`config.mk`:
```
export PLATFORM = sky130hd
export DESIGN_NAME = pipelined_shifter
export DESIGN_NICKNAME = d
export VERILOG_FILES = /design/src/rtl/shift_pkg.sv /design/src/rtl/shift_stage.sv /design/src/rtl/pipelined_shifter.sv
export SDC_FILE = /design/constraint.sdc
export NUM_CORES = 1
export LEC_CHECK = 0
export CAP_MARGIN = 20
export CORE_MARGIN = 2
export CORE_UTILIZATION = 59
export CTS_CLUSTER_DIAMETER = 200
export DETAILED_ROUTE_END_ITERATION = 16
export GPL_TIMING_DRIVEN = 0
export HOLD_SLACK_MARGIN = 0.08
export PLACE_DENSITY_LB_ADDON = 0.12
export REMOVE_ABC_BUFFERS = 1
export SLEW_MARGIN = 40
export SYNTH_ARGS = -nofsm -noshare
export SYNTH_HDL_FRONTEND = slang
export SYNTH_SLANG_ARGS = --single-unit
```
`constraint.sdc`:
```
create_clock -name clk -period 3.2 [get_ports clk]
set_input_delay 0.8 -clock clk [delete_from_list [all_inputs] [get_ports clk]]
set_output_delay 0.8 -clock clk [all_outputs]
set_load 0.02 [all_outputs]
```
`src/rtl/shift_pkg.sv`:
```
// Shared op codes and op decode helpers for the pipelined shift/rotate unit.
package shift_pkg;

    typedef enum logic [2:0] {
        OP_SRL = 3'd0,
        OP_SRA = 3'd1,
        OP_SLL = 3'd2,
        OP_ROR = 3'd3,
        OP_ROL = 3'd4
    } op_t;

    typedef enum logic [1:0] {
        FILL_ZERO,
        FILL_SIGN,
        FILL_ROT
    } fill_t;

    function automatic logic is_left(op_t op);
        return (op == OP_SLL) || (op == OP_ROL);
    endfunction

    function automatic logic is_legal(op_t op);
        return op <= OP_ROL;
    endfunction

    // Left ops run reversed through the right-only stages, so ROL fills like ROR.
    function automatic fill_t fill_of(op_t op);
        case (op)
            OP_SRA:         return FILL_SIGN;
            OP_ROR, OP_ROL: return FILL_ROT;
            default:        return FILL_ZERO;
        endcase
    endfunction

endpackage

```
`src/rtl/shift_stage.sv`:
```
// One combinational funnel step: right shift by 2^K when enabled, fill chosen by mode.
module shift_stage
    import shift_pkg::*;
#(
    parameter int WIDTH = 8,
    parameter int K     = 0
) (
    input  logic [WIDTH-1:0] data,
    input  logic             en,
    input  fill_t            mode,
    input  logic             sign,
    output logic [WIDTH-1:0] res
);

    localparam int S = 1 << K;

    logic [S-1:0] fill;

    always_comb begin
        fill = '0;
        case (mode)
            FILL_SIGN: fill = {S{sign}};
            FILL_ROT:  fill = data[S-1:0];
            default:   fill = '0;
        endcase
        res = en ? {fill, data[WIDTH-1:S]} : data;
    end

endmodule

```
`src/rtl/pipelined_shifter.sv`:
```
// Pipelined shift/rotate unit: one register stage per shift-amount bit, whole-pipe stall
// on output backpressure.
module pipelined_shifter
    import shift_pkg::*;
#(
    parameter int WIDTH = 8,
    parameter int SHW   = $clog2(WIDTH)
) (
    input  logic             clk,
    input  logic             rst,
    input  logic             in_valid,
    output logic             in_ready,
    input  logic [WIDTH-1:0] in_data,
    input  logic [SHW-1:0]   in_n,
    input  logic [2:0]       in_op,
    output logic             out_valid,
    input  logic             out_ready,
    output logic [WIDTH-1:0] out_data,
    output logic             out_zero,
    output logic             out_illegal
);

    function automatic logic [WIDTH-1:0] rev(input logic [WIDTH-1:0] x);
        logic [WIDTH-1:0] r;
        for (int i = 0; i < WIDTH; i++) r[i] = x[WIDTH-1-i];
        return r;
    endfunction

    logic             advance;
    op_t              e_op;
    logic [WIDTH-1:0] e_data;
    logic [SHW-1:0]   e_amt;
    logic             e_sign;

    assign advance  = !out_valid || out_ready;
    assign in_ready = advance;

    // Illegal ops get a zero amount so the operand rides through untouched.
    always_comb begin
        e_op   = op_t'(in_op);
        e_data = is_left(e_op) ? rev(in_data) : in_data;
        e_amt  = is_legal(e_op) ? in_n : '0;
        e_sign = in_data[WIDTH-1];
    end

    for (genvar k = 0; k < SHW; k++) begin : g_stg
        // Only the amount bits not yet consumed travel on, so the tail carries none.
        logic [SHW-1-k:0] amt_in;
        logic [WIDTH-1:0] d_in;
        logic [WIDTH-1:0] shifted;
        op_t              op_in;
        logic             sg_in;
        logic             v_in;
        logic [WIDTH-1:0] d_q;
        op_t              op_q;
        logic             v_q;

        if (k == 0) begin : g_src
            assign amt_in = e_amt;
            assign d_in   = e_data;
            assign op_in  = e_op;
            assign sg_in  = e_sign;
            assign v_in   = in_valid;
        end else begin : g_src
            assign amt_in = g_stg[k-1].g_carry.amt_q;
            assign d_in   = g_stg[k-1].d_q;
            assign op_in  = g_stg[k-1].op_q;
            assign sg_in  = g_stg[k-1].g_carry.sg_q;
            assign v_in   = g_stg[k-1].v_q;
        end

        shift_stage #(.WIDTH(WIDTH), .K(k)) u_stage (
            .data (d_in),
            .en   (amt_in[0]),
            .mode (fill_of(op_in)),
            .sign (sg_in),
            .res  (shifted)
        );

        always_ff @(posedge clk) begin
            if (rst) begin
                v_q  <= 1'b0;
                d_q  <= '0;
                op_q <= OP_SRL;
            end else if (advance) begin
                v_q  <= v_in;
                d_q  <= shifted;
                op_q <= op_in;
            end
        end

        if (k < SHW - 1) begin : g_carry
            logic [SHW-2-k:0] amt_q;
            logic             sg_q;

            always_ff @(posedge clk) begin
                if (rst) begin
                    amt_q <= '0;
                    sg_q  <= 1'b0;
                end else if (advance) begin
                    amt_q <= amt_in[SHW-1-k:1];
                    sg_q  <= sg_in;
                end
            end
        end
    end

    logic [WIDTH-1:0] last_data;
    op_t              last_op;

    assign last_data   = g_stg[SHW-1].d_q;
    assign last_op     = g_stg[SHW-1].op_q;
    assign out_valid   = g_stg[SHW-1].v_q;
    assign out_data    = is_left(last_op) ? rev(last_data) : last_data;
    assign out_zero    = out_valid && (last_data == '0);
    assign out_illegal = out_valid && !is_legal(last_op);

endmodule

```
Yosys cells after proc, flatten, opt, wreduce, memory -nomap -nowiden:

Cells that the tools add are included.

* register bits: 41
* latch bits: 0
* bits in writable memories: 0
* ROM bits: 0
* bits of input ports: 18
* output and inout port bits: 12
* logic and storage cells: 56
* memories kept: 0

* $add $sub $neg: 0
* multipliers: 0
* divide/modulo/power cells: 0
* $lt $le $gt $ge: 2
* eq/ne operators: 18
* shift-type cells: 0
* multiplexer cells: 12
* bitwise logic cells: 0
* reduce and logical (&&, ||, !) cells: 11

Operators by type and width (count)
* $mux W8: 5
* $pmux W2 S2: 4
* $eq A3 B2 Y1 const B: 5
* $eq A3 B3 Y1 const B: 4
* $eq A3 B1 Y1 const B: 3
* $logic_not A8 Y1: 1
* $pmux W4 S2: 1
* $eq A2 B1 Y1 const B: 3
* $eq A2 B2 Y1 const B: 3
* $le A3 B3 Y1 const B: 2
* $reduce_or A2 Y1: 3
* $logic_or A1 B1 Y1: 3
* $mux W3: 1
* $logic_and A1 B1 Y1: 2
* $logic_not A1 Y1: 2
* $pmux W1 S2: 1

Logic depth before layout (Yosys ltp):

Gate-level depths: netlist of the first run.

* word-level depth: 6
* depth in mapped cells: 9
* depth with buffers taken out: 9

By module:

A second synthesis of the first run with hierarchy kept.

* cells, all modules: 277
* area total of the unflattened synthesis: 2270.9 µm²

By module, submodules not included
* pipelined_shifter: times used 1, cells each 221, area an instance 1740.4 µm², sequential area each 820.8 µm²
* shift_stage (g_stg[2].u_stage): times used 1, cells each 22, area an instance 182.7 µm², sequential area each 0.0 µm²
* shift_stage (g_stg[1].u_stage): times used 1, cells each 18, area an instance 175.2 µm², sequential area each 0.0 µm²
* shift_stage (g_stg[0].u_stage): times used 1, cells each 16, area an instance 172.7 µm², sequential area each 0.0 µm²

Worst setup path before layout of the first run:

Ideal clock, no wire load.

* kind: input -> output
* start point: input port out_ready
* end point: output port in_ready
* arrival time: 1.469 ns
* data required time: 2.400 ns
* path slack: 0.931 ns
* stages: 4
* buffers on the path: 2
* cells stage by stage: nor2b_1 clkbuf_1 inv_2 clkbuf_1

* longest elaborated chain between the ends: 1

RTL lines
* start: declaration: line pipelined_shifter.sv:17 `input logic out_ready,`
* $logic_or A1 B1 Y1: line pipelined_shifter.sv:35 `assign advance = !out_valid || out_ready;`
* end: declaration: line pipelined_shifter.sv:12 `output logic in_ready,`

No other way between the ends.

Final worst setup path of the first run:

Ends and elaborated chain as after synthesis.

==> results.py, run 1 <==
metrics = {
    "clocking": {
        "htreeDepth": 2,
        "cts_buffers": 5,
        "path_clk_slew_ps": 70,
        "cts_tree": "done",
        "cts.sinks": 41,
        "cts_root_buffer": "clkbuf_8",
        "cts_buffer_depth": 2,
        "clk_latency_ps": 290,
        "ctsHoldBuffers": 0,
    },
    "detailed_routing": {
        "routed-via-count": 1967,
        "viasPerCell": 5.72,
        "wl_per_cell_um": 13.3,
        "routed-wl-met3_um": 142,
        "drc": 0,
        "highest-signal-layer": "met4",
        "wl_met1_um": 2010,
        "drt-total-wl_um": 4570,
        "first_pass_iters": 4,
        "wl_met2_um": 2320,
        "drtAntennaViolNets": 0,
        "drt_iter0_markers": 103,
    },
    "setup_path": {
        "reg2reg_from": "g_stg[1].op_q[0]",
        "crit_top_cell": "clkdlybuf4s50_1",
        "startpoint": "out_ready",
        "crit_required_ps": 2400,
        "cp_slowest_stage_delay_ps": 660,
        "crit_chain": "clkdlybuf4s50_1 -> nor2b_4 -> inv_8 -> clkdlybuf4s50_1",
        "cp_max_fo": 53,
        "crit_slowest_cell": "clkdlybuf4s50_1",
        "cp-end-kind": "primary output",
        "critPathArrivalTime_ps": 2340,
        "start_kind": "input pin",
        "critical_path_class": "in2out",
    },
    "synth": {
        "syn_area_mm2": 0.00224,
        "ys_seq_area_share_pct": 36.6,
        "synthMuxAreaShare_pct": 9.83,
        "synthDistinctLibCells": 39,
        "synth.top_cell.area_share_pct": 36.6,
        "yosys.area_share.adder_pct": 3.35,
        "yosysTopAreaCell": "dfxtp_1",
        "synthArstFlopShare_pct": 0,
        "synth_compound_area_share_pct": 22.2,
        "synth_edf_count": 0,
        "yosys_warnings": 0,
        "synth_top_family_by_area": "compound AO/OA/AOI/OAI gates",
        "synth_cells": 274,
        "synth.avg_cell_area_um2": 8.18,
        "ys_ff_latch": 41,
        "synth-simple-area-share_pct": 20.7,
        "synthTopCellsByArea": "dfxtp_1 37%, nand2_1 6.5%, mux2i_1 5.8%",
        "yosys.area_share.xor_xnor_pct": 1.12,
        "synthFlopType": "dfxtp_1",
    },
    "sta": {
        "slew_viol_final": 0,
        "setup_viol": 0,
        "holdWs_ps": 453,
        "maxSlewHeadroom_pct": 54.1,
        "fmax_mhz": 319,
        "rsz0062_at_grt": "no",
        "tns_ps": 0,
        "finalCriticalPeriod_ps": 3140,
        "period_share_pct": 98.1,
        "worst_slew_pin_slew_ps": 688,
        "fin_skew_ps": 4.65,
        "final_hold_viol_count": 0,
    },
    "floorplanning": {
        "rows": 22,
        "io_pins": 30,
        "fp.dieW_um": 65.6,
        "core_mm2": 0.00366,
        "die_h_um": 65.6,
        "dieArea_mm2": 0.00431,
        "initial_core_util_pct": 61.2,
    },
    "placed_design": {
        "hpwl_um": 3160,
        "gp_congestion": 0.772,
        "io_buffers": 29,
    },
    "cells_and_area": {
        "drive_gt1_share_pct": 8.78,
        "diodes": 0,
        "fin_nets": 320,
        "layout_commonest_cell": "dfxtp_1",
        "areaGrowthSynthToFinish_pct": 17.8,
        "mostFrequentLayoutCells": "41 x dfxtp_1, 39 x nand2_1, 28 x clkdlybuf4s50_1, 25 x nor2_1, 19 x inv_1",
        "fin_util_pct": 72.1,
    },
    "power": {
        "power_leakage_nw": 1.02,
        "finalPower_w": 0.00110,
        "ir_drop_v": 0.000220,
        "p_per_area_mw_per_mm2": 417,
    },
    "global_routing": {
        "antenna_found_initial": 0,
        "grt_pass1_wl_um": 7810,
        "grt_remaining_overflow": 0,
        "grt_pass1_vias": 1776,
        "grt_max_degree": 54,
        "grt_use_total_pct": 23.5,
    },
    "flow_run": {
        "cap_violations": 0,
    },
    "hold_path": {
        "holdCritStartpoint": "g_stg[1].v_q",
        "hold_class": "reg2reg",
    },
    "status": {
        "status": "complete, no violations",
    },
}
final timing paths:
| kind | endpoint | slack, ps | cells after the start |
|---|---|---|---|
| max reg2reg | g_stg[2].d_q[6] | 1510 | 8 |
| max | in_ready | 60 | 4 |
| min reg2reg | g_stg[1].v_q | 450 | 2 |
| min | g_stg[1].v_q | 450 | 2 |
Yosys cell counts, types with 7 or more instances:
cell type,count
mux2i_1,13
a211oi_1,14
nand2b_1,9
clkbuf_1,14
dfxtp_1,41
o21ai_1,8
a21oi_1,16
nand2_1,39
mux2_2,8
o21ai_0,7
nor2_1,25
inv_1,19
registers in the layout, indices dropped and copies added, names as in the netlist:
name / flops
g_stg.g_carry.amt_q: 3
g_stg.g_carry.sg_q: 2
out_valid: 1
g_stg.v_q: 2
g_stg.op_q: 9
g_stg.d_q: 24
final cells by class:
type,instances,area (µm²)
fill,312,1020
tap,48,60.1
multi-input combinational,198,1300
inverter,20,82.6
clock buffer,7,86.3
sequential,41,821
timing repair buffer,30,293
through the flow:
step / cell area, µm² / cells / setup WS [ps]
final: 2640 / 344 / 62.1
after detailed placement: 2530 / 335 / -324
after CTS: 2640 / 344 / 56.5
after global routing: 2640 / 344 / 9.37
after global placement: 2530 / 335 / -1520
after floorplan: 2180 / 258 / 205
layer usage:
metal	up-vias	track usage [%]
met5	-	0
met3	9	5.14
met4	0	10.4
met2	47	42.2
met1	888	26.2
li1	1023	-
critical path, delay by kind of cell:
kind	cells	cell delay [ps]
simple gates	1	90
buf+inv	3	1440
repair_timing:
action | CTS | global route
gates resized for setup | 2 | 0
endpoints found under the setup margin | 1 | 0
setup buffers | 1 | 0
cells by family (layout without fill, tap and decap cells):
| family | Yosys count | count (layout) |
|---|---|---|
| mux | 21 | 21 |
| simple gates | 94 | 95 |
| compound gates | 74 | 74 |
| fa+ha+maj | 6 | 6 |
| flops | 41 | 41 |
| xor+xnor | 2 | 2 |
| buf+inv | 36 | 57 |
where the power goes:
group	leakage (nW)	internal, W	switching [W]
clock network	0.0443	0.000171	0.000162
logic	0.643	0.0000965	0.0000976
registers	0.337	0.000544	0.0000313
total	1.02	0.000811	0.000291
Note: power is estimated with default switching activity, not from simulation.
==> run 2, diff against run 1 <==
--- a/config.mk
+++ b/config.mk
@@ -6,7 +6,6 @@
 export NUM_CORES = 1
 export LEC_CHECK = 0
 export CAP_MARGIN = 20
-export CORE_MARGIN = 2
 export CORE_UTILIZATION = 59
 export CTS_CLUSTER_DIAMETER = 200
 export DETAILED_ROUTE_END_ITERATION = 16
==> run 2 against run 1 <==
Compared with the run above:
- setup slack better by 310 ps
- sequential cell count is the same
- sequential share of layout area about the same
- maximum frequency increased by 11%
- critical path depth rose by 2
- critical path type is now in2reg
- critical endpoint is now g_stg[0].d_q[7]
- highest routed layer unchanged
==> results.py, run 2 (synthesis results as in run 1) <==
metrics = {
    "status": {
        "status": "complete, no violations",
    },
    "cells_and_area": {
        "largest_reg_flops": 24,
        "layout_commonest_cell": "dfxtp_1",
        "diodes": 0,
        "mostFrequentLayoutCells": "41 x dfxtp_1, 39 x nand2_1, 27 x clkdlybuf4s50_1, 25 x nor2_1, 19 x inv_1",
        "regMostFlops": "g_stg.d_q",
        "areaGrowthSynthToFinish_pct": 17.9,
        "reg_top3": "g_stg.d_q: 24 flops, g_stg.op_q: 9 flops, g_stg.g_carry.amt_q: 3 flops",
        "fin_nets": 320,
        "drive_gt1_share_pct": 8.78,
    },
    "detailed_routing": {
        "wl_per_cell_um": 13.3,
        "drtAntennaViolNets": 0,
        "routed-via-count": 1943,
        "drt_iter0_markers": 140,
        "first_pass_iters": 4,
        "drt-total-wl_um": 4570,
        "viasPerCell": 5.65,
        "drc": 0,
    },
    "floorplanning": {
        "rows": 22,
        "initial_core_util_pct": 61.2,
        "die_h_um": 63.6,
        "dieArea_mm2": 0.00405,
        "core_mm2": 0.00366,
        "io_pins": 30,
        "fp.dieW_um": 63.6,
    },
    "sta": {
        "final_hold_viol_count": 0,
        "tns_ps": 0,
        "rsz0062_at_grt": "no",
        "maxSlewHeadroom_pct": 54.1,
        "setup_viol": 0,
        "period_share_pct": 88.3,
        "worst_slew_pin_slew_ps": 688,
        "fin_skew_ps": 2.80,
        "slew_viol_final": 0,
        "finalCriticalPeriod_ps": 2830,
        "worst_slack_ps": 374,
        "fmax_mhz": 354,
    },
    "setup_path": {
        "critPathArrivalTime_ps": 3050,
        "critPathTopFamily": "simple AND/OR/NAND/NOR gates",
        "cp_max_fo": 16,
        "cp-end-kind": "register",
        "crit_slowest_cell": "clkdlybuf4s50_1",
        "path_buf_inv": 1,
        "cp_slowest_stage_delay_ps": 720,
        "critical_path_class": "in2reg",
        "startpoint": "in_op[0]",
        "crit_chain": "clkdlybuf4s50_1 -> nor3b_2 -> o21bai_1 -> ha_1 -> or3_1 -> o22ai_1",
        "start_kind": "input pin",
        "reg2reg_from": "g_stg[1].op_q[0]",
        "crit_required_ps": 3420,
    },
    "clocking": {
        "clk_latency_ps": 290,
        "cts_root_buffer": "clkbuf_8",
        "cts_tree": "done",
        "cts_buffer_depth": 2,
        "htreeDepth": 2,
        "cts_buffers": 5,
        "path_clk_slew_ps": 70,
        "cts.sinks": 41,
    },
    "global_routing": {
        "grt_max_degree": 54,
        "grt_pass1_vias": 1828,
        "grt_pass1_wl_um": 8180,
        "antenna_found_initial": 0,
        "grt_remaining_overflow": 0,
        "grt_use_total_pct": 25.8,
    },
    "power": {
        "p_per_area_mw_per_mm2": 419,
        "power_leakage_nw": 1.02,
        "finalPower_w": 0.00111,
        "ir_drop_v": 0.000218,
    },
    "placed_design": {
        "place_ws_ps": -325,
        "io_buffers": 29,
        "hpwl_um": 3090,
        "gp_congestion": 0.798,
    },
    "hold_path": {
        "holdCritStartpoint": "g_stg[1].v_q",
        "hold_class": "reg2reg",
    },
    "flow_run": {
        "cap_violations": 0,
    },
}
-- run 2: cell types whose count changed in the layout (fill, tap and decap cells not counted) --
cell,delta
clkdlybuf4s50_1,-1
dlymetal6s2s_1,+1
-- run 2: repair_timing --
action                     4_1_cts  5_1_grt
setup endpoints to repair        1        1
resized for setup                2        1
hold buffers                     0        0
pin swaps                        0        0
setup buffers                    1        0
cloned                           1        0
-- run 2: area by class of cell --
class | instances | area, µm²
Timing Repair Buffer | 30 | 295
Clock buffer | 7 | 86.3
Tap cell | 48 | 60.1
Inverter | 20 | 82.6
Multi-Input combinational cell | 198 | 1300
Fill cell | 327 | 1020
Sequential cell | 41 | 821
-- run 2: path summary, 6_finish.rpt --
check | end | slack (ps) | depth (start not counted)
hold reg to reg | g_stg[1].v_q | 460 | 2
setup reg to reg | g_stg[2].d_q[4] | 1560 | 7
setup / recovery | g_stg[0].d_q[7] | 370 | 6
hold / removal | g_stg[1].v_q | 460 | 2
-- run 2: metrics by stage --
| step | hold slack [ps] | cells | cell area, µm² | utilization (%) |
|---|---|---|---|---|
| floorplan | 426 | 258 | 2180 | - |
| global placement | 439 | 335 | 2530 | 69.0 |
| detailed placement | 445 | 335 | 2530 | 69.2 |
| CTS | 454 | 344 | 2640 | 72.1 |
| global route | 475 | 344 | 2640 | 72.2 |
| finish | 455 | 344 | 2640 | 72.2 |
-- run 2: power breakdown --
group	switching [W]	internal [W]	total (W)
Clock	0.000167	0.000171	0.000338
Combinational	0.0000974	0.0000960	0.000193
Sequential	0.0000316	0.000544	0.000575
-- run 2: worst min-delay path, stage by stage (launching register included) --
cell	delay, ps
dfxtp_1	310
nand2_1	50
a21oi_1	50
-- run 2: layer usage --
layer / vias to the layer above / track usage (%) / wire length (µm)
met5: - / 0 / 0
met4: 0 / 11.1 / 91
met3: 9 / 5.07 / 164
met2: 48 / 44.8 / 2250
met1: 871 / 30.6 / 2070
li1: 1015 / - / -
==> run 3, diff against run 2 <==
--- a/config.mk
+++ b/config.mk
@@ -6,7 +6,7 @@
 export NUM_CORES = 1
 export LEC_CHECK = 0
 export CAP_MARGIN = 20
-export CORE_UTILIZATION = 59
+export CORE_UTILIZATION = 45
 export CTS_CLUSTER_DIAMETER = 200
 export DETAILED_ROUTE_END_ITERATION = 16
 export GPL_TIMING_DRIVEN = 0
==> run 3 against run 2 <==
Compared with the run above:
- worst hold slack worse by 3.6 ps
- sequential share of layout area fell by 0.45 points
- count of clock-buffer cells in the layout is the same
- sequential power about the same
- cell count up 5.8%
- global-route usage decreased by 6.5 points
- die area up 30%
- total power up 2.3%
- combinational power about the same
- first-iteration DRC count increased by 18%
- cell area grew 1.5%
- critical endpoint unchanged
- largest cell class unchanged
- largest power group unchanged
==> results.py, run 3 (synthesis results as in run 1) <==
metrics = {
    "status": {
        "status": "complete, no violations",
    },
    "sta": {
        "slew_viol_final": 0,
        "rsz0062_at_grt": "no",
        "final_hold_viol_count": 0,
        "maxSlewHeadroom_pct": 53.4,
        "period_share_pct": 88.5,
        "fin_skew_ps": 5.54,
        "fmax_mhz": 353,
        "holdWs_ps": 452,
        "worst_slew_pin_slew_ps": 699,
        "finalCriticalPeriod_ps": 2830,
        "setup_viol": 0,
    },
    "setup_path": {
        "critical_path_class": "in2reg",
        "startpoint": "in_op[0]",
        "r2r-end": "g_stg[2].d_q[4]",
        "cp-end-kind": "register",
        "path_buf_inv": 1,
        "crit_slowest_cell": "clkdlybuf4s50_1",
        "ff2ff_setup_slack_ps": 1510,
        "r2r_cells": 7,
        "cp-endpoint": "g_stg[0].d_q[7]",
        "cp_max_fo": 16,
        "crit_chain": "clkdlybuf4s50_1 -> nor3b_2 -> o21bai_1 -> ha_1 -> or3_1 -> o22ai_1",
        "reg2reg_from": "g_stg[1].op_q[1]",
        "critPathArrivalTime_ps": 3050,
        "cp.depth": 6,
        "critPathTopFamily": "simple AND/OR/NAND/NOR gates",
        "cp_slowest_stage_delay_ps": 710,
        "start_kind": "input pin",
        "crit_required_ps": 3420,
    },
    "detailed_routing": {
        "drt-total-wl_um": 4590,
        "drc": 0,
        "wl_per_cell_um": 12.6,
        "drt_iter0_markers": 165,
        "viasPerCell": 5.30,
        "routed-via-count": 1930,
        "first_pass_iters": 4,
        "drtAntennaViolNets": 0,
    },
    "global_routing": {
        "use_met3_pct": 3.75,
        "grt_use_total_pct": 19.3,
        "gr-usage-met1_pct": 23.3,
        "grt_pass1_vias": 1789,
        "grt_max_degree": 54,
        "grtUsageMet2_pct": 33.7,
        "grt_pass1_wl_um": 7990,
        "busiest_layer": "met2",
        "antenna_found_initial": 0,
        "grt_remaining_overflow": 0,
    },
    "placed_design": {
        "hpwl_um": 3150,
        "post_dp_cell_area_mm2": 0.00256,
        "io_buffers": 29,
        "gp_congestion": 0.729,
    },
    "floorplanning": {
        "dieArea_mm2": 0.00527,
        "io_pins": 30,
        "fp.dieW_um": 72.6,
        "die_h_um": 72.6,
        "initial_core_util_pct": 47.1,
        "core_mm2": 0.00475,
        "rows": 25,
    },
    "cells_and_area": {
        "areaGrowthSynthToFinish_pct": 19.7,
        "fin_util_pct": 56.4,
        "diodes": 0,
        "fillers": 487,
        "multi_input_comb_area_mm2": 0.00130,
        "regArea_um2": 821,
        "drive_gt1_share_pct": 9.43,
        "layout_commonest_cell": "dfxtp_1",
        "fin_nets": 320,
        "largest_reg_flops": 24,
        "regMostFlops": "g_stg.d_q",
        "mostFrequentLayoutCells": "41 x dfxtp_1, 39 x nand2_1, 27 x clkdlybuf4s50_1, 25 x nor2_1, 19 x inv_1",
        "reg_top3": "g_stg.d_q: 24 flops, g_stg.op_q: 9 flops, g_stg.g_carry.amt_q: 3 flops",
        "final_area_mm2": 0.00268,
    },
    "hold_path": {
        "holdCritStartpoint": "g_stg[1].v_q",
        "whs_path_depth": 2,
        "hold_class": "reg2reg",
    },
    "power": {
        "power_leakage_nw": 1.03,
        "ir_drop_v": 0.000206,
        "p_per_area_mw_per_mm2": 422,
    },
    "clocking": {
        "cts_tree": "done",
        "path_clk_slew_ps": 80,
        "clk_latency_ps": 290,
        "cts.sinks": 41,
        "cts_root_buffer": "clkbuf_8",
        "cts_buffers": 5,
        "cts_buffer_depth": 2,
        "htreeDepth": 2,
    },
    "flow_run": {
        "cap_violations": 0,
    },
}
run 3: worst register-to-register path: stages (launching register included):
cell,delay (ps)
dfxtp_1,400
nand2_1,70
o21ai_0,240
ha_1,290
nand2b_1,200
o221ai_1,210
o21ai_0,120
nor2_1,90
run 3: per-stage QoR:
stage	std cells	total power, W	setup slack, ps	TNS [ps]
final	364	0.00113	368	0
after global routing	364	0.00120	235	0
after CTS	364	0.00114	45.5	0
after detailed placement	354	0.000778	-317	-317
after global placement	354	0.000774	-1590	-26100
after floorplan	258	0.000699	205	0
run 3: cell type report:
cell class / instances / area share (%)
Multi-Input combinational cell: 198 / 48.4
Sequential cell: 41 / 30.6
Timing Repair Buffer: 30 / 11.0
Clock buffer: 7 / 3.59
Tap cell: 67 / 3.13
Inverter: 20 / 3.08
Clock inverter: 1 / 0.187
run 3: metal layers:
layer  share of wire (%)  vias up
li1                    -     1010
met1                  46      854
met2                  49       57
met3                 3.4        9
met4                 1.9        0
met5                   0        -
run 3: what timing repair did:
item	in CTS	in global routing
gates resized for setup	2	1
endpoints found under the setup margin	1	1
gates cloned	1	0
buffers inserted	1	0
hold buffers	0	0
run 3: how the worst min path moves through the flow:
stage,end,slack (ps)
floorplan,g_stg[0].g_carry.amt_q[1],430
global placement,g_stg[1].v_q,440
detailed placement,g_stg[1].v_q,450
CTS,g_stg[1].v_q,450
global route,g_stg[1].v_q,470
finish,g_stg[1].v_q,450
run 3: report_power, final:
part | leakage, nW | switching (W) | internal [W] | total [W]
registers | 0.337 | 0.0000320 | 0.000543 | 0.000575
clock network | 0.0542 | 0.000169 | 0.000195 | 0.000363
logic | 0.643 | 0.0000964 | 0.0000965 | 0.000193
total | 1.03 | 0.000297 | 0.000835 | 0.00113
==> variant 1, RTL diff (flow settings as in run 2) <==
Reset style: asynchronous (`rst`), changed in 2 clocked blocks.
--- a/src/rtl/pipelined_shifter.sv
+++ b/src/rtl/pipelined_shifter.sv
@@ -79,3 +79,3 @@
 
-        always_ff @(posedge clk) begin
+        always_ff @(posedge clk or posedge rst) begin
             if (rst) begin
@@ -95,3 +95,3 @@
 
-            always_ff @(posedge clk) begin
+            always_ff @(posedge clk or posedge rst) begin
                 if (rst) begin
Formal check against the unedited RTL: differs if rst is asserted again (counterexample within 4 cycles, from zero or initial values and one cycle with rst high); with rst held inactive, the same outputs for 10 cycles.
==> variant 1 against run 2 <==
Synthesized area is 11% higher; worst setup slack worse by 0.10 ns; hold slack better by 0.015 ns; cell area is 11% higher; synthesized cell count is 2.2% higher; sequential cell count stayed put; via count is 4.1% higher; routed wire length is 5.9% higher; critical endpoint is now g_stg[0].d_q[7].
Power is not compared: it rests on default switching activity, and its combinational part moved more than twofold at a synthesized area within 25%.
==> variant 1: results (changes against run 2) <==
* Status: finished clean
* Finished Layout Cells at 354 (+2.9%)
* Post-synthesis xor/xnor area fraction at 0.01060 (-0.0005662)
* First-pass GRT wire length at 8.362 mm (+2.3%)
* Share of cells above drive strength 1 at 0.06579 (-0.02205)
* Gr usage total at 0.2470 (-0.01151)
* Multi-input gates at 209 (+5.6%)
* Clk tree area frac at 0.02954 (-0.003133)
* Post-synthesis mux area share at 0.09288 (-0.005387)
* Post-DP HPWL at 3.580 mm (+16%)
* Fill count at 318 (-2.8%)
* RR Endpoint: g_stg[2].d_q[4]
* Fraction of area in multi-input gates at 0.4482 (-0.04280)
* Crit path max-delay family: buffers and inverters
* Post-synthesis cell type count at 46 (+18%)
* DR iter-0 viols at 69 (-51%)
* Syn Inst Count at 280 (+2.2%)
* Met2 WL at 2.571 mm (+14%)
* Vias at 2022 (+4.1%)
* Ranking of synthesized cells by instance count: nand2_1 (64), dfrtp_1 (41), nor2_1 (17)
* Met1 Resource Use GR at 0.2705 (-0.03586)
* Met2 global-route usage at 0.4583 (+0.01020)
* Largest net degree at the start of global routing at 38 (-30%)
* Met3 Usage GRT at 0.04795 (-0.002779)
* Post_cts resized at 0 (-2)
* Adder-cell share of the synthesized area at 0.03029 (-0.003213)
* Compound-Gate Fraction of Synth Area at 0.1999 (-0.02176)
* Total Wirelength at 4.839 mm (+5.9%)
* Post-synthesis sequential area ratio at 0.4139 (+0.04766)
* Reg-to-reg startpoint: g_stg[1].op_q[0]
## variant 1: cell types whose count changed after synthesis, sizes merged, moves of 6 or more
cell / before / now
inv: 20 / 14
nand3b: 6 / 0
nand2: 39 / 64
dfrtp: 0 / 41
nor2: 27 / 18
buf: 2 / 9
dfxtp: 41 / 0
clkbuf: 14 / 7
a211oi: 14 / 0
## variant 1: stage by stage
step	utilization	hold slack [ns]	setup TNS, ns	instance area, sq um	worst slack (ns)
after detailed placement	0.7034	0.4478	-0.002516	2834	-0.002516
final	0.7255	0.4702	0	2923	0.2741
after floorplan	-	0.4300	-0.2387	2389	-0.2387
after CTS	0.7248	0.4723	0	2920	0.002980
after global routing	0.7255	0.5094	0	2923	0.1207
after global placement	0.6804	0.4415	-43.26	2741	-2.143
## variant 1: cells by family (layout without fill, tap and decap cells)
logic type	after synthesis	in the layout
and+or+nand+nor	107	107
AOI/OAI and AO/OA	71	71
DFF	41	41
buffers and inverters	30	54
muxes	22	22
adders and majority gates	6	6
xor gates and xnor gates	3	3
==> variant 2, RTL diff (config.mk and constraints of run 2) <==
Made on the original files. `WIDTH` is set to 8 in 2 places; all go to 16.
--- a/src/rtl/shift_stage.sv
+++ b/src/rtl/shift_stage.sv
@@ -4,3 +4,3 @@
 #(
-    parameter int WIDTH = 8,
+    parameter int WIDTH = 16,
     parameter int K     = 0
--- a/src/rtl/pipelined_shifter.sv
+++ b/src/rtl/pipelined_shifter.sv
@@ -5,3 +5,3 @@
 #(
-    parameter int WIDTH = 8,
+    parameter int WIDTH = 16,
     parameter int SHW   = $clog2(WIDTH)
Interface: changed (resized in_data, in_n and out_data); port bits go from 30 to 47. No check against the original RTL was run, so the function may have changed too.
==> variant 2 against run 2 <==
Count of clock-buffer cells in the layout up 2; synthesized area up 100%; final cell count up 88%; clock skew up 0.0086 ns; highest routed layer unchanged; worst setup slack worse by 0.29 ns; total power up 120%; sequential power up 120%; die area up 99%; cell area up 99%; sequential cell count up 48; routed wire length up 100%.
==> variant 2: results (changes against run 2) <==
* DR vias/cell at 5.773 (+2.2%)
* DR iter-0 viols at 155 (+11%)
* Crit-path max cell delay at 0.66 ns (-0.06 ns)
* Synth top area cells: dfxtp_1 (39%), mux2i_1 (9.3%), a211oi_1 (6.6%), nor2_1 (5.4%), o221ai_1 (4.6%)
* Sw Share at 0.2571 (-0.01050)
* Reg-to-reg startpoint: g_stg[2].op_q[1]
* First-pass GRT wire length at 16.06 mm (+96%)
* Pwr dens at 452.3 nW/um^2 (+8.0%)
* Met1 Resource Use GR at 0.3016 (-0.004844)
* Post-DP HPWL at 6.549 mm (+110%)
* Worst hold path startpoint: g_stg[1].g_carry.amt_q[1]
* Met2 global-route usage at 0.4090 (-0.03916)
* Post-synthesis cell type count at 46 (+18%)
* Post_cts resized at 0 (-2)
* Vias in the first global route at 3492 (+91%)
* Worst-skew pair later-pin latency at 0.35 ns (+0.06 ns)
* Met1 Wirelength at 4.202 mm (+100%)
* Top Registers: g_stg.d_q (64), g_stg.op_q (12), g_stg.g_carry.amt_q (6)
* H-tree Lvls at 3 (+1)
* Maximum VDD drop at 0.2199 mV (+0.72%)
* Area of placed instances at 5029 sq um (+99%)
* Leak at 1.964 nW (+92%)
* Total Wirelength at 9.261 mm (+100%)
* WHS Endpoint: g_stg[1].g_carry.amt_q[1]
* Slew HR at 0.5190 (-0.02231)
* WL met3 at 289 um (+76%)
* Nets at 579 (+81%)
* Final GP Congestion at 0.8284 (+3.8%)
* Worst Setup SP: out_ready
* Vias at 3741 (+93%)
* Cells after DPL at 631 (+88%)
* Status: finished clean
* Fin Clk Skew at 0.01139 ns (+0.008594 ns)
* Initial antenna violation count at 0 (unchanged)
* Worst-path clk slew at 0.09 ns (+0.02 ns)
* Clock group share of total power at 0.350 (+0.044)
* Gr usage total at 0.2389 (-0.01964)
* Sequential power at 1.24 mW (+120%)
* Fill count at 564 (+72%)
* RR Endpoint: g_stg[3].d_q[14]
* Place WS at -0.1820 ns (+0.1430 ns)
* Total CTS buffers at 9 (+4)
* Buffers on Ports at 46 (+59%)
==> variant 2: cell count changes after synthesis, moves of 7 or more <==
cell      before  now
a211oi_1      14   40
a21oi_1       16   28
a22oi_1        6   17
buf_2          0   10
clkbuf_1      14   23
dfxtp_1       41   89
mux2_2         8   16
mux2i_1       13   42
nand2_1       39   53
nor2_1        25   65
o21ai_1        8   15
o221ai_1       6   24
==> variant 2: kinds of logic (layout without fill, tap and decap cells) <==
family	after synthesis	count (layout)	synth area share
flip-flops	89	89	0.3923
adder cells (fa/ha/maj)	8	8	0.02204
multiplexers	60	60	0.1421
AO/OA/AOI/OAI	142	142	0.2176
buffers and inverters	69	93	0.06308
AND/OR/NAND/NOR	154	154	0.1512
XOR/XNOR	3	3	0.01157
==> variant 2: area by class of cell <==
cell class | count | area share
tap | 99 | 0.02354
sequential | 89 | 0.3390
clock buffer | 9 | 0.02354
inverter | 27 | 0.02068
multi-input combinational | 367 | 0.4724
clock inverter | 7 | 0.01807
timing repair buffer | 50 | 0.1027
